[src/rtl/sprite_mover.sv]
// sprite_mover: frame-rate sprite that patrols a rectangle and yields to keys.
// Define SPRITE_MOVER_TIMEOUT_EN to return from MANUAL after TIMEOUT idle frames.
module sprite_mover #(
   parameter int X_CENTER = 320,
   parameter int Y_CENTER = 240,
   parameter int X_LO     = 270,
   parameter int X_HI     = 370,
   parameter int Y_LO     = 190,
   parameter int Y_HI     = 290,
   parameter int STEP     = 1,
   parameter int SIZE     = 8,
   parameter int TIMEOUT  = 60
) (
   input  logic       frame_clk,
   input  logic       Reset,
   input  logic       Run,
   input  logic [7:0] keycode,
   output logic [9:0] BallX,
   output logic [9:0] BallY,
   output logic [9:0] BallS,
   output logic [2:0] State
);

   typedef enum logic [2:0] {
      ST_RETURN = 3'd0,
      ST_TOP    = 3'd1,
      ST_LEFT   = 3'd2,
      ST_BOTTOM = 3'd3,
      ST_RIGHT  = 3'd4,
      ST_MANUAL = 3'd5
   } state_t;

   localparam logic [10:0] STEP11 = 11'(STEP);
   localparam logic [9:0]  XC     = 10'(X_CENTER);
   localparam logic [9:0]  YC     = 10'(Y_CENTER);
   localparam logic [9:0]  XL     = 10'(X_LO);
   localparam logic [9:0]  XH     = 10'(X_HI);
   localparam logic [9:0]  YL     = 10'(Y_LO);
   localparam logic [9:0]  YH     = 10'(Y_HI);
   localparam logic [9:0]  XMIN   = 10'(SIZE);
   localparam logic [9:0]  XMAX   = 10'(639 - SIZE);
   localparam logic [9:0]  YMIN   = 10'(SIZE);
   localparam logic [9:0]  YMAX   = 10'(479 - SIZE);

   state_t     state_q, state_d;
   logic [9:0] x_q, x_d;
   logic [9:0] y_q, y_d;
   logic [9:0] man_x, man_y;
   logic       key_vld;

`ifdef SPRITE_MOVER_TIMEOUT_EN
   localparam int TW = (TIMEOUT > 1) ? $clog2(TIMEOUT) : 1;
   localparam logic [TW-1:0] T_LAST = TW'(TIMEOUT - 1);
   logic [TW-1:0] timer_q, timer_d;
`else
   localparam int unused_timeout = TIMEOUT;
`endif

   // min(v + STEP, lim), widened so the sum cannot wrap
   function automatic logic [9:0] inc_to(input logic [9:0] v,
                                         input logic [9:0] lim);
      logic [10:0] s;
      s = {1'b0, v} + STEP11;
      return (s > {1'b0, lim}) ? lim : s[9:0];
   endfunction

   // max(v - STEP, lim), guarded so the difference cannot underflow
   function automatic logic [9:0] dec_to(input logic [9:0] v,
                                         input logic [9:0] lim);
      logic [10:0] d;
      d = {1'b0, v} - STEP11;
      return ({1'b0, v} < ({1'b0, lim} + STEP11)) ? lim : d[9:0];
   endfunction

   // decode the keycode into a clamped manual move
   always_comb begin
      man_x   = x_q;
      man_y   = y_q;
      key_vld = 1'b1;
      unique case (1'b1)
         (keycode == 8'h04): man_x = dec_to(x_q, XMIN);
         (keycode == 8'h07): man_x = inc_to(x_q, XMAX);
         (keycode == 8'h16): man_y = inc_to(y_q, YMAX);
         (keycode == 8'h1A): man_y = dec_to(y_q, YMIN);
         default:            key_vld = 1'b0;
      endcase
   end

   // next position and state from this edge's inputs
   always_comb begin
      x_d     = x_q;
      y_d     = y_q;
      state_d = state_q;
`ifdef SPRITE_MOVER_TIMEOUT_EN
      timer_d = timer_q;
`endif
      if (Run) begin
         if (key_vld) begin
            x_d     = man_x;
            y_d     = man_y;
            state_d = ST_MANUAL;
`ifdef SPRITE_MOVER_TIMEOUT_EN
            timer_d = '0;
`endif
         end else begin
            unique case (state_q)
               ST_RETURN: begin
                  if (x_q != XH)
                     x_d = (x_q < XH) ? inc_to(x_q, XH)
                                      : dec_to(x_q, XH);
                  else if (y_q != YL)
                     y_d = (y_q < YL) ? inc_to(y_q, YL)
                                      : dec_to(y_q, YL);
                  if (x_d == XH && y_d == YL)
                     state_d = ST_TOP;
               end
               ST_TOP: begin
                  x_d = dec_to(x_q, XL);
                  if (x_d == XL) state_d = ST_LEFT;
               end
               ST_LEFT: begin
                  y_d = inc_to(y_q, YH);
                  if (y_d == YH) state_d = ST_BOTTOM;
               end
               ST_BOTTOM: begin
                  x_d = inc_to(x_q, XH);
                  if (x_d == XH) state_d = ST_RIGHT;
               end
               ST_RIGHT: begin
                  y_d = dec_to(y_q, YL);
                  if (y_d == YL) state_d = ST_TOP;
               end
               ST_MANUAL: begin
`ifdef SPRITE_MOVER_TIMEOUT_EN
                  if (timer_q == T_LAST) begin
                     state_d = ST_RETURN;
                     timer_d = '0;
                  end else begin
                     timer_d = timer_q + 1'b1;
                  end
`endif
               end
               default: state_d = ST_RETURN;
            endcase
         end
      end
   end

   // state registers; reset recentres the sprite without a clock
   always_ff @(posedge frame_clk or posedge Reset) begin
      if (Reset) begin
         x_q     <= XC;
         y_q     <= YC;
         state_q <= ST_RETURN;
`ifdef SPRITE_MOVER_TIMEOUT_EN
         timer_q <= '0;
`endif
      end else begin
         x_q     <= x_d;
         y_q     <= y_d;
         state_q <= state_d;
`ifdef SPRITE_MOVER_TIMEOUT_EN
         timer_q <= timer_d;
`endif
      end
   end

   assign BallX = x_q;
   assign BallY = y_q;
   assign BallS = 10'(SIZE);
   assign State = state_q;

endmodule

[config.mk]
export PLATFORM = sky130hd
export DESIGN_NAME = sprite_mover
export DESIGN_NICKNAME = d
export VERILOG_FILES = /design/src/rtl/sprite_mover.sv
export SDC_FILE = /design/constraint.sdc
export NUM_CORES = 1
export LEC_CHECK = 0
export ABC_AREA = 1
export ABC_CLOCK_PERIOD_IN_PS = 3500
export BUFFER_PORTS_ARGS = -buffer_cell sky130_fd_sc_hd__clkbuf_2
export CORE_MARGIN = 3
export CORE_UTILIZATION = 55
export CTS_CLUSTER_DIAMETER = 120
export CTS_CLUSTER_SIZE = 25
export DETAILED_ROUTE_END_ITERATION = 16
export PLACE_DENSITY = 0.78
export RECOVER_POWER = 100
export SYNTH_ARGS = -nofsm -noshare
export SYNTH_HDL_FRONTEND = slang
export SYNTH_SLANG_ARGS = --single-unit
[constraint.sdc]
create_clock -name frame_clk -period 3.5 [get_ports frame_clk]
set_input_delay 0.7 -clock frame_clk [delete_from_list [all_inputs] [get_ports frame_clk]]
set_output_delay 0.7 -clock frame_clk [all_outputs]
set_load 0.05 [all_outputs]
==> reports/summary.txt, run 1 <==
CTS tree -> built
initial antenna violation count -> 0
clk buf depth -> 2
Setup crit end kind -> flop
Final Max Tran Viols -> 0
CTS resizes -> 0
Comb pwr share -> 81.3%
P_int -> 1.50 mW
first-pass GRT wire length -> 23300 µm
IO Pins -> 44
crit path kind -> flop to flop
Buffers on Ports -> 33
FF+latch count, synth -> 23
DP HPWL -> 11400 µm
Psw -> 3.18 mW
R2R Setup Slk -> 0.21 ns
ranking of synthesized cells by area -> nand2_1, dfrtp_1, nand3_1
final setup margin -> 0.214 ns
Routed Wire Length -> 14600 µm
CP max FO -> 14
leakage -> 2.03 nW
die area -> 8430 µm²
die height -> 91.8 µm
clock share of power -> 4.1%
final period utilization -> 93.9%
routed vias -> 5061
fin nets -> 724
1st-iter DRT viols -> 665
core area -> 6980 µm²
FP Rows -> 30
Antenna Violating Nets Remaining -> 0
startpoint types -> flop
largest stage delay on the critical path -> 0.79 ns
Netlist cell types -> 56
Cells after Synth -> 675
Crit path arrival time -> 3.51 ns
fmax -> 304 MHz
die width -> 91.8 µm
Post-synth top flop -> dfrtp_1
Seq/Total Area, Yosys -> 14.4%
largest net degree at the start of global routing -> 24
Overall Global Routing Usage -> 34.2%
Hold Path Class -> input pin to asynchronous set/reset pin
DR WL/cell -> 18.2 µm
Pwr per Cell Area -> 1100 nW/µm²
Final Hold Viols -> 0
synthesized area per cell -> 6.00 µm²
Starting Density -> 58.0%
critical path cell sequence -> nand3_2, nor2_1, nand3_2, xor2_1, nor2_8, nand3_1, nand3_1, nand2_1, nand3_1, nor2_1, nand3_2, nand2_2, nand2_2, nand2_2, nand2_1, nand2_1
RSZ-0062 raised after global routing -> false
Seq pwr share -> 14.6%
clock skew -> 0.00559 ns
final setup fails -> 0
Slew HR -> 29.3%
share of cells above drive strength 1 -> 17.2%
Clock H-tree levels -> 1
vias in the first global route -> 4402
status -> completed
Area Growth Syn to Fin -> 5.44%
EDFF count, synth -> 0
DP Worst Slack -> 0.0539 ns
Worst VDD drop -> 0.672 mV
GP Congestion -> 1.07
most frequent cells in the layout -> nand2_1, inv_1, nor2_1
antenna cells -> 0
Ys Warns -> 0
Setup Fix Bufs, Post-CTS -> 0
number of CTS-inserted buffers -> 3
commonest non-fill, non-tap cell in the layout -> nand2_1
worst slew pin tran -> 1.06 ns
clk_lat worst skew -> 0.28 ns
drt pass-1 iters -> 5
Max-Cap Viols -> 0
Synth area leader -> nand2_1
Hold-fix buffers, CTS -> 0
switching share of power -> 68.0%
Slowest cell on crit path -> dfrtp_1
Clock Root Buffer -> clkbuf_8
setup TNS -> 0 ns
clock slew at reported path FFs -> 0.10 ns
DRC errors left -> 0
synthesized cell area -> 4050 µm²
TritonCTS Sinks -> 23
Tmin final -> 3.29 ns
Post-synth ARST share -> 100%
CP required -> 3.72 ns
Vias/cell -> 6.33
post-synth top area share -> 15.1%
grt ovf -> 0
==> cell usage after synthesis (2+ instances only) <==
library cell / count
o21ai_2: 6
buf_4: 13
o21ai_0: 38
inv_2: 18
o221ai_1: 4
o21ai_1: 11
dfstp_2: 6
o21a_1: 2
clkinv_1: 6
o22ai_1: 8
conb_1: 2
nor3_1: 6
nand4_1: 22
buf_2: 9
nor4_1: 4
nand2_1: 163
a31oi_1: 2
nand2_4: 4
nor2_2: 14
o2111ai_1: 2
nor2_1: 66
dfrtp_1: 17
ha_1: 9
a21oi_1: 29
nor2_4: 6
nand3_1: 59
a21oi_2: 2
nand4_2: 3
a221oi_1: 5
nand3_2: 11
inv_1: 67
nand2_2: 20
o211ai_1: 8
xor2_1: 11
==> sequential cells by signal, indices dropped and copies added (netlist names) <==
register,cells
BallY,10
State,3
BallX,10
==> worst max-delay path: cells and delay by family (launching register included) <==
kind	cells	cell delay, ns
xor gates and xnor gates	1	0.65
and+or+nand+nor	15	1.78
DFF	1	0.79
==> logic make-up after synthesis <==
| kind of cell | share of synthesized area [%] |
|---|---|
| other | 0.185 |
| AOI/OAI and AO/OA | 19.2 |
| DFF | 14.4 |
| and+or+nand+nor | 47.9 |
| xor gates and xnor gates | 3.00 |
| buffers and inverters | 12.6 |
| adders and majority gates | 2.78 |
==> power by group through the flow <==
stage	logic (mW)	clock network (mW)	registers [mW]
after floorplan	2.49	0	0.935
after global placement	3.68	0	0.667
after detailed placement	3.68	0	0.675
after CTS	3.70	0.190	0.669
after global routing	4.10	0.198	0.709
final	3.81	0.190	0.684
==> layer usage <==
layer	global-route usage (%)	up-vias	wire, µm
met5	0	-	0
met4	6.68	0	375
met3	8.70	41	2230
met2	47.4	423	5700
met1	52.7	2305	6270
li1	-	2292	-
==> per-stage QoR <==
| stage | instance area, µm² | hold WS [ns] | instances | power, mW | util, % |
|---|---|---|---|---|---|
| 2_1_floorplan | 4080 | 0.689 | 683 | 3.42 | - |
| 6_report | 4270 | 0.637 | 799 | 4.68 | 61.1 |
| 3_3_place_gp | 4260 | 0.605 | 795 | 4.34 | 61.0 |
| 3_5_place_dp | 4260 | 0.603 | 795 | 4.36 | 61.0 |
| 4_1_cts | 4300 | 0.620 | 799 | 4.56 | 61.6 |
| 5_1_grt | 4270 | 0.670 | 799 | 5.01 | 61.1 |
==> final timing paths <==
path | startpoint | to | depth (start not counted)
max in group asynchronous | Reset | BallY[3] | 2
min in group frame_clk | BallY[6] | BallY[6] | 2
max | BallY[2] | State[1] | 16
min | Reset | BallX[4] | 2
max reg2reg | BallY[2] | State[1] | 16
min reg2reg | BallY[6] | BallY[6] | 2
==> layout make-up <==
| type | count | area [µm²] |
|---|---|---|
| Sequential cell | 23 | 583 |
| Timing Repair Buffer | 40 | 189 |
| Multi-Input combinational cell | 543 | 2980 |
| Inverter | 93 | 357 |
| Clock buffer | 4 | 45.0 |
| Fill cell | 739 | 2710 |
| Tap cell | 96 | 120 |
(Power assumes the default switching activity.)
==> inputs of run 2 (changes only) <==
--- a/config.mk
+++ b/config.mk
@@ -10,6 +10,7 @@
 export BUFFER_PORTS_ARGS = -buffer_cell sky130_fd_sc_hd__clkbuf_2
 export CORE_MARGIN = 3
 export CORE_UTILIZATION = 55
+export CTS_BUF_LIST = sky130_fd_sc_hd__clkbuf_2 sky130_fd_sc_hd__clkbuf_4 sky130_fd_sc_hd__clkbuf_8
 export CTS_CLUSTER_DIAMETER = 120
 export CTS_CLUSTER_SIZE = 25
 export DETAILED_ROUTE_END_ITERATION = 16
==> reports/summary.txt, run 2 (synthesized netlist as in run 1, its figures left out) <==
status -> completed
CP bufs+invs -> 0
hold_ws -> 0.633 ns
fin nets -> 724
IO Pins -> 44
worst slew pin tran -> 1.09 ns
CP required -> 3.72 ns
final setup fails -> 0
Worst VDD drop -> 0.678 mV
routed vias -> 5050
Clock H-tree levels -> 1
CP startpoint -> BallY[2]
non-filler instance count after layout -> 799
critical path depth in cells -> 16
Core Util, Final -> 61.2%
Max-Cap Viols -> 0
1st-iter DRT viols -> 759
largest net degree at the start of global routing -> 24
Slew HR -> 27.5%
multi-input combinational cell area -> 2980 µm²
hold_sp -> BallY[6]
die width -> 91.8 µm
antenna cells -> 0
Hold-fix buffers, CTS -> 0
clock slew at reported path FFs -> 0.10 ns
final period utilization -> 93.4%
metal3 WL -> 2210 µm
DP Cell Count -> 795
DRT met1 WL -> 6210 µm
largest stage delay on the critical path -> 0.77 ns
drt pass-1 iters -> 5
vias in the first global route -> 4406
DP HPWL -> 11400 µm
depth of the most critical reg-to-reg path -> 16
Final Hold Viols -> 0
critical path cell sequence -> nand3_2, nor2_1, nand3_2, xor2_1, nor2_8, nand3_1, nand3_1, nand2_1, nand3_1, nor2_1, nand3_2, nand2_2, nand2_2, nand2_2, nand2_1, nand2_1
Buffers on Ports -> 33
die area -> 8430 µm²
Antenna Violating Nets Remaining -> 0
FP Rows -> 30
DP Worst Slack -> 0.0539 ns
highest metal used -> met4
number of CTS-inserted buffers -> 3
Tmin final -> 3.27 ns
leakage -> 2.04 nW
design area -> 4270 µm²
clk_lat worst skew -> 0.28 ns
DRC errors left -> 0
Setup crit end kind -> flop
crit path kind -> flop to flop
Clock Root Buffer -> clkbuf_8
Routed Wire Length -> 14500 µm
R2R Path Start -> BallY[2]
Vias/cell -> 6.32
Slowest cell on crit path -> dfrtp_1
die height -> 91.8 µm
RSZ-0062 raised after global routing -> false
Final Max Tran Viols -> 0
commonest non-fill, non-tap cell in the layout -> nand2_1
Pwr per Cell Area -> 1100 nW/µm²
setup TNS -> 0 ns
Overall Global Routing Usage -> 34.2%
clock skew -> 0.00997 ns
Starting Density -> 58.0%
startpoint types -> flop
placed inst area -> 4260 µm²
final total power -> 4.68 mW
CP max FO -> 14
fmax -> 306 MHz
clk buf depth -> 2
share of cells above drive strength 1 -> 17.4%
TritonCTS Sinks -> 23
Hold Path Class -> flop to flop
Fillers -> 736
Crit path arrival time -> 3.49 ns
initial antenna violation count -> 0
Crit path max-delay family -> simple AND/OR/NAND/NOR gates
core area -> 6980 µm²
DR WL/cell -> 18.1 µm
CTS tree -> built
most frequent cells in the layout -> nand2_1, inv_1, nor2_1
final setup margin -> 0.232 ns
first-pass GRT wire length -> 23300 µm
met2 WL -> 5710 µm
grt ovf -> 0
Area Growth Syn to Fin -> 5.53%
FF/Latch Area -> 583 µm²
GP Congestion -> 1.07
cell depth of the worst hold path -> 2
run 2: layout make-up:
cell class                 count  area share [%]
sequential                    23            13.6
multi-input combinational    543            69.6
inverter                      93            8.35
tap                           96            2.81
timing repair buffer          40            4.42
clock buffer                   4            1.14
run 2: worst paths after layout:
path / end / slack (ns)
setup / recovery: State[1] / 0.23
hold / removal: BallY[6] / 0.63
setup reg to reg: State[1] / 0.23
hold reg to reg: BallY[6] / 0.63
max in group asynchronous: BallY[2] / 2.19
min in group asynchronous: BallX[4] / 0.66
run 2: worst reg2reg max path, delay by kind of cell, from the launching register on:
family | cells | cell delay [ns]
and+or+nand+nor | 15 | 1.79
DFF | 1 | 0.77
xor gates and xnor gates | 1 | 0.65
run 2: power by group:
part	total [mW]	internal (mW)	leakage (nW)	switching [mW]
registers	0.682	0.402	0.279	0.280
clock network	0.194	0.0896	0.0262	0.105
logic	3.81	1.01	1.73	2.80
total	4.68	1.50	2.04	3.18
run 2: repair_timing:
action                                  4_1_cts  5_1_grt
endpoints found under the setup margin        0        1
resized for setup                             0        1
setup buffers                                 0        0
run 2: layer usage:
metal,track usage (%),up-vias
li1,-,2301
met1,52.7,2303
met2,47.4,409
met3,8.94,37
met4,6.68,0
met5,0,-
==> inputs of run 3 (changes only) <==
--- a/config.mk
+++ b/config.mk
@@ -5,7 +5,7 @@
 export SDC_FILE = /design/constraint.sdc
 export NUM_CORES = 1
 export LEC_CHECK = 0
-export ABC_AREA = 1
+export ABC_AREA = 0
 export ABC_CLOCK_PERIOD_IN_PS = 3500
 export BUFFER_PORTS_ARGS = -buffer_cell sky130_fd_sc_hd__clkbuf_2
 export CORE_MARGIN = 3
==> reports/summary.txt, run 3 <==
status -> completed
clock slew at reported path FFs -> 0.09 ns
Max-Cap Viols -> 0
Hold Path Class -> flop to flop
clk buf depth -> 2
commonest non-fill, non-tap cell in the layout -> nand2_1
Starting Density -> 58.4%
Slew HR -> 34.7%
share of cells above drive strength 1 -> 13.4%
Routed Wire Length -> 15700 µm
antenna cells -> 0
final setup margin -> 0.178 ns
Synth area leader -> dfrtp_1
die height -> 92.1 µm
Seq pwr share -> 16.4%
post-synth top area share -> 10.4%
leakage -> 1.65 nW
Final Hold Viols -> 0
synthesized cell area -> 4080 µm²
design area -> 4430 µm²
critical path cell sequence -> or4_1, or3_4, a211oi_2, o21ai_0, a21oi_1, o221ai_1, nor3_2, o21ai_0, o2bb2ai_1
1st-iter DRT viols -> 962
fin nets -> 641
final total power -> 4.35 mW
Area Growth Syn to Fin -> 8.56%
final setup fails -> 0
final period utilization -> 94.9%
Comb pwr share -> 79.4%
die width -> 92.1 µm
RSZ-0062 raised after global routing -> false
Crit path arrival time -> 3.48 ns
Netlist cell types -> 72
Clock H-tree levels -> 1
EDFF count, synth -> 0
Buffers on Ports -> 33
ranking of synthesized cells by area -> dfrtp_1, nand2_1, o21ai_0
Pwr per Cell Area -> 982 nW/µm²
routed vias -> 5242
Ys Warns -> 0
Post-synth top cells -> nand2_1, nor2_1, o21ai_0, a21oi_1, clkbuf_1
R2R Setup Slk -> 0.18 ns
largest stage delay on the critical path -> 0.75 ns
drt pass-1 iters -> 7
grt ovf -> 0
most common cell in the netlist -> nand2_1
switching share of power -> 62.4%
CTS tree -> built
Antenna Violating Nets Remaining -> 0
CP required -> 3.66 ns
DP Worst Slack -> 0.238 ns
crit path kind -> flop to flop
Slowest cell on crit path -> or4_1
fmax -> 301 MHz
worst slew pin tran -> 0.979 ns
CP max FO -> 15
number of CTS-inserted buffers -> 3
IO Pins -> 44
DP HPWL -> 11800 µm
startpoint types -> flop
setup TNS -> 0 ns
Clock Root Buffer -> clkbuf_8
Worst VDD drop -> 0.543 mV
Core Util, Final -> 63.4%
clock skew -> 0.00261 ns
P_int -> 1.64 mW
DRC errors left -> 0
most frequent cells in the layout -> nand2_1, nor2_1, o21ai_0
Final Max Tran Viols -> 0
multi-input combinational cell area -> 3190 µm²
largest net degree at the start of global routing -> 24
GP Congestion -> 1.12
Worst path most repeated cell -> o21ai_0
first-pass GRT wire length -> 24500 µm
Fillers -> 658
Overall Global Routing Usage -> 35.9%
Setup Fix Bufs, Post-CTS -> 0
Seq/Total Area, Yosys -> 14.3%
Setup crit end kind -> flop
FP Rows -> 30
Post-synth top flop -> dfrtp_1
vias in the first global route -> 4625
FF+latch count, synth -> 23
Cells after Synth -> 595
core area -> 6980 µm²
Tmin final -> 3.32 ns
TritonCTS Sinks -> 23
Post-synth ARST share -> 100%
placed inst area -> 4410 µm²
initial antenna violation count -> 0
DR WL/cell -> 21.9 µm
die area -> 8490 µm²
synthesized area per cell -> 6.86 µm²
FF/Latch Area -> 583 µm²
clock share of power -> 4.2%
Vias/cell -> 7.32
clk_lat worst skew -> 0.27 ns
Psw -> 2.71 mW
[run 3: cell types whose count changed after synthesis, moves of 13 or more]
cell      before  now
nor2_2        14    0
inv_1         67   15
inv_2         18    0
nand2_2       20    0
o31ai_1        0   13
nor2_1        66   45
nand3_1       59   21
clkbuf_1       1   36
nand2_1      163   59
a31oi_1        2   16
xnor2_1        1   19
[run 3: final timing paths]
kind | cells past startpoint | endpoint | from
max reg2reg | 9 | State[1] | BallX[6]
min reg2reg | 2 | BallY[1] | BallY[1]
min | 2 | BallY[1] | BallY[1]
max in group asynchronous | 2 | State[0] | Reset
max | 9 | State[1] | BallX[6]
min in group asynchronous | 2 | BallY[0] | Reset
[run 3: worst max-delay path: cells and delay by family (launching register included)]
| kind | cells | cell delay, ns |
|---|---|---|
| AOI/OAI and AO/OA | 6 | 1.11 |
| and+or+nand+nor | 3 | 1.52 |
| DFF | 1 | 0.56 |
[run 3: what timing repair did]
action	CTS	global route
endpoints found under the setup margin	0	3
resized for setup	0	1
hold buffers	0	0
[run 3: per-layer routing]
metal	share of wire (%)	vias to the layer above	GRT usage (%)	routed length, µm
met1	39	2381	51.7	6190
met2	40	482	49.8	6280
li1	-	2301	-	-
met5	0	-	0	0
met3	17	78	13.0	2740
met4	3.2	0	9.78	496
[run 3: area by class of cell]
class	count	share of cell area, %
tap	96	2.71
timing repair buffer	72	9.64
sequential	23	13.2
multi-input combinational	506	72.1
inverter	15	1.27
clock buffer	4	1.10
[run 3: metrics by stage]
step	std cells	hold WS (ns)
after floorplan	603	0.697
after global routing	716	0.620
final	716	0.564
after global placement	712	0.538
after detailed placement	712	0.550
after CTS	716	0.572
[run 3: logic make-up (layout without fill, tap and decap cells)]
kind of cell    after synthesis  in the layout  share of synthesized area, %
mux                           2              2                         0.552
fa+ha+maj                     9              9                          2.76
simple gates                227            227                          28.7
other cells                   2             10                         0.184
compound gates              229            229                          39.0
xor+xnor                     29             29                          6.23
buf+inv                      74             91                          8.22
flops                        23             23                          14.3
[run 3: power by group through the flow]
stage	Combinational, mW	Sequential (mW)	Clock, mW
after detailed placement	3.32	0.697	0
after CTS	3.34	0.692	0.188
after global placement	3.27	0.689	0
final	3.45	0.711	0.183
after global routing	3.66	0.737	0.192
after floorplan	2.22	0.856	0
